**config.mk**
```make
export PLATFORM = sky130hd
export DESIGN_NAME = instr_fetch_unit
export DESIGN_NICKNAME = d
export VERILOG_FILES = /design/src/rtl/instr_fetch_unit.sv
export SDC_FILE = /design/constraint.sdc
export NUM_CORES = 1
export LEC_CHECK = 0
export BUFFER_PORTS_ARGS = -buffer_cell sky130_fd_sc_hd__buf_2
export CAP_MARGIN = 0
export CORE_MARGIN = 2
export CORE_UTILIZATION = 50
export CTS_CLUSTER_DIAMETER = 60
export DETAILED_ROUTE_END_ITERATION = 16
export PLACE_DENSITY = 0.91
export SYNTH_ARGS = -nofsm -noshare
export SYNTH_HDL_FRONTEND = slang
export SYNTH_SLANG_ARGS = --single-unit
```
**constraint.sdc**
```tcl
create_clock -name clk -period 2.8 [get_ports clk]
set_input_delay 0.56 -clock clk [delete_from_list [all_inputs] [get_ports clk]]
set_output_delay 0.56 -clock clk [all_outputs]
set_load 0.05 [all_outputs]
```
**src/rtl/instr_fetch_unit.sv**
```systemverilog
// instr_fetch_unit: holds the fetch PC, issues one outstanding imem read at a time,
// and presents each fetched instruction with its PC to decode over valid/ready.
module instr_fetch_unit #(
    parameter logic [31:0] RESET_PC = 32'h0000_0000,
    parameter int          INSTR_W  = 16
) (
    input  logic               clk,
    input  logic               rst_n,
    input  logic [31:0]        pc_new,
    input  logic               pc_load,
    output logic               imem_req,
    output logic [31:0]        imem_addr,
    input  logic               imem_gnt,
    input  logic               imem_rvalid,
    input  logic [INSTR_W-1:0] imem_rdata,
    output logic               if_valid,
    output logic [INSTR_W-1:0] if_instr,
    output logic [31:0]        if_pc,
    input  logic               if_ready
);
    typedef enum logic [2:0] {IDLE, REQ, WAIT, HOLD, DROP} state_t;
    state_t      state, state_nx;
    logic [31:0] pc, pc_nx;
    logic        take;
    // a response is kept only when no redirect lands in the same cycle
    assign take      = state == WAIT && imem_rvalid && !pc_load;
    assign imem_req  = state == REQ;
    assign imem_addr = pc;
    always_comb begin
        state_nx = state;
        pc_nx    = pc_load ? (pc_new & 32'hFFFF_FFFE) : take ? pc + 32'd2 : pc;
        case (state)
            IDLE:    state_nx = REQ;
            REQ:     state_nx = imem_gnt ? (pc_load ? DROP : WAIT) : REQ;
            WAIT:    state_nx = imem_rvalid ? (pc_load ? REQ : HOLD) : (pc_load ? DROP : WAIT);
            HOLD:    state_nx = (if_ready || pc_load) ? REQ : HOLD;
            DROP:    state_nx = imem_rvalid ? REQ : DROP;
            default: state_nx = IDLE;
        endcase
    end
    always_ff @(posedge clk or negedge rst_n) begin
        if (!rst_n) begin
            state    <= IDLE;
            pc       <= RESET_PC & 32'hFFFF_FFFE;
            if_valid <= 1'b0;
            if_instr <= '0;
            if_pc    <= '0;
        end else begin
            state    <= state_nx;
            pc       <= pc_nx;
            if_valid <= take || (if_valid && !if_ready && !pc_load);
            if (take) begin
                if_instr <= imem_rdata;
                if_pc    <= pc;
            end
        end
    end
endmodule

```
==> results.md <==
* Area of the multi-input gates at 1740 um2
* Sequential Power Share at 0.373
* Peak VDD IR at 0.539 mV
* # port buffers at 132
* Layout cells sized above 1 at 0.420
* Worst slew margin at 0.538
* Setup bufs post-CTS at 0
* 1st-iter DRT viols at 172
* CTS H-tree depth at 3
* Tot Pwr at 4700 uW
* Hold buffers post-CTS at 0
* Switching share of power at 0.473
* CP Launch Type: register
* GRT Total Usage at 0.230
* R2r startpoint: imem_addr[4]
* Kind of critical path: register to register
* Reg-to-reg endpoint: imem_addr[23]
* Gp weighted congestion at 0.822
* Yosys reg bits at 82
* Detail Placement HPWL at 6.97 mm
* Final period utilization at 0.808
* CP Data Arrival Time at 2530 ps
* Required time worst endpoint at 3070 ps
* Fraction of registers with async set/reset at 1.00
* CTS root buf: clkbuf_8
* First-pass GRT wire length at 15.6 mm
* Total CTS buffers at 9
* Post-synthesis cell area at 3930 um2
* Layout Skew at 13.8 ps
* Maxcap violations at 0
* Detail Route Antenna Nets at 0
* Design Area, Final at 4890 um2
* Initial antenna violation count at 1
* Top Usage Layer GRT: met2
* Rows at 32
* Worst Setup EP: imem_addr[23]
* Starting density of the core at 0.512
* Min cycle time layout at 2260 ps
* CTS Sinks at 82
* RSZ-0062 raised after global routing: no
* Ant. Diodes at 0
* Status: completed
* Core Region at 7690 um2
* Die extent in x at 92.7 um
* Power per cell area at 961 nW/um2
* Die area at 8590 um2
* Slowest-stage cell, CP: or4_4
* FILL cells at 651
* Routed len/inst at 16.2 um
* Die Y-Extent at 92.7 um
* Final Util at 0.636
* Post-synth cell types at 48
* CTS tree: done
* Slew @ Worst Pin at 687 ps
* Avg Cell Area, Syn at 10.8 um2
* Leakage at 0.00229 uW
* Nets@finish at 544
* Switching power at 2220 uW
* Via count at 3384
* Final setup fails at 0
* Max Fclk at 442 MHz
* Placed cell area at 4710 um2
* Worst r2r path cells at 4
* Worst skew pair latency at 350 ps
* Post-synth EDFFs at 0
* Crit path from: imem_addr[4]
* Number of I/O pins at 136
* Synth Warn # at 0
* Worst-path cell chain: nand3_2, or4_4, or4_1, a31oi_1
* Int Power at 2480 uW
* Vias in the first global route at 3259
* Synth area leader: dfrtp_1
* Setup crit end kind: register
* Resized cells post-CTS at 0
* Gate power share at 0.450
* Register area share after synthesis at 0.522
* Largest net degree at the start of global routing at 47
* Area share of the largest cell type after synthesis at 0.522
* DRT Wirelength at 9.66 mm
* Worst Hold Class: input pin to asynchronous set/reset pin
* Top post-synthesis cells by area: dfrtp_1, mux2_2, nand3_1
* Final Hold Fails at 0
* CTS clk-pin slew, worst paths at 90 ps
* Met1 Use GR at 0.308
* Dominant synthesized flop cell: dfrtp_1
* DRC at 0
* Area delta synth->final at 24.4%
* Pre-CTS WS at 563 ps
* Clock share of power at 0.177
* Critical Path Max Stage Delay at 740 ps
* GRT overflow at 0
* Final setup margin at 538 ps
* Setup TNS at 0 ps
* CP max FO at 30
* Post-synthesis instance total at 364
* Vias per cell at 5.69
* GR Util met2 at 0.370
* Drt first pass iters at 4
* Pins Over Slew Limit at 0
* Storage element area at 2050 um2
* Routing usage on met3 at 0.0651
* Clk buf depth at 2
* R2r setup slk at 540 ps
-- worst min-delay path by stage --
stage | start | to
after floorplan | rst_n | if_instr[0]
after global placement | if_pc[18] | if_pc[18]
after detailed placement | if_pc[18] | if_pc[18]
after CTS | rst_n | imem_addr[22]
after global routing | rst_n | imem_addr[22]
final | rst_n | imem_addr[22]
-- power groups by stage --
stage                     sequential, uW  clock [uW]  combinational [uW]
after floorplan                     2860           0                 496
after global placement              1740           0                2080
after detailed placement            1780           0                2130
after CTS                           1760         849                2130
after global routing                1810         904                2200
final                               1760         832                2120
-- state kept, by name (all words and copies together), names as in the netlist --
name and flops:
if_pc 31, if_instr 16, imem_addr 31, if_valid 1
state 3
-- critical path, delay by kind of cell (launching register included) --
family | cells | cell delay [ps]
AOI/OAI and AO/OA | 1 | 200
and+or+nand+nor | 3 | 1500
DFF | 1 | 470
-- through the flow --
step,hold slack (ps),cells
global placement,483,580
finish,170,595
floorplan,264,365
CTS,177,595
global route,196,595
detailed placement,491,580
-- cell usage after synthesis (6+ instances only) --
master    number
nor2b_1        6
a31oi_1       11
o31ai_1       14
o21ai_0       12
nand4_1       14
nand2_1       24
or4_1         12
inv_1          7
buf_2          6
xnor2_1        6
nor2_1        19
nor3_1         6
nand3_1       24
clkbuf_1      19
mux2_2        47
dfrtp_1       82
-- layout by cell type (no fill, tap or decap), types with 7 or more instances in the layout --
cell | synthesis | layout
dfrtp_1 | 82 | 82
nand3_1 | 24 | 24
o31ai_1 | 14 | 14
inv_1 | 7 | 7
nand4_1 | 14 | 14
or4_1 | 12 | 12
buf_4 | 2 | 9
clkbuf_8 | 0 | 9
nor2_1 | 19 | 18
o21ai_0 | 12 | 12
mux2_2 | 47 | 47
nand2_1 | 24 | 24
a31oi_1 | 11 | 11
buf_2 | 6 | 131
-- cell families after synthesis --
kind of cell | count (synthesis) | synth area share
simple gates | 130 | 0.182
fa+ha+maj | 1 | 0.00318
buf+inv | 37 | 0.0394
compound gates | 57 | 0.0977
mux | 48 | 0.137
other cells | 1 | 0.000953
xor+xnor | 8 | 0.0178
flops | 82 | 0.522
-- area by class of cell --
| type | count | share of cell area |
|---|---|---|
| multi-input combinational | 246 | 0.355 |
| clock inverter | 5 | 0.0110 |
| timing repair buffer | 142 | 0.156 |
| inverter | 8 | 0.00614 |
| clock buffer | 10 | 0.0261 |
| tap | 102 | 0.0261 |
| sequential | 82 | 0.419 |
-- per-layer routing --
metal  up-vias  wire, um  part of all wire
met5         -         0                 0
met4         0       134             0.014
met3        14       718             0.074
met2       119      4770              0.49
met1      1663      4040              0.42
li1       1588         -                 -
No activity file was read; power rests on OpenSTA's default activity.
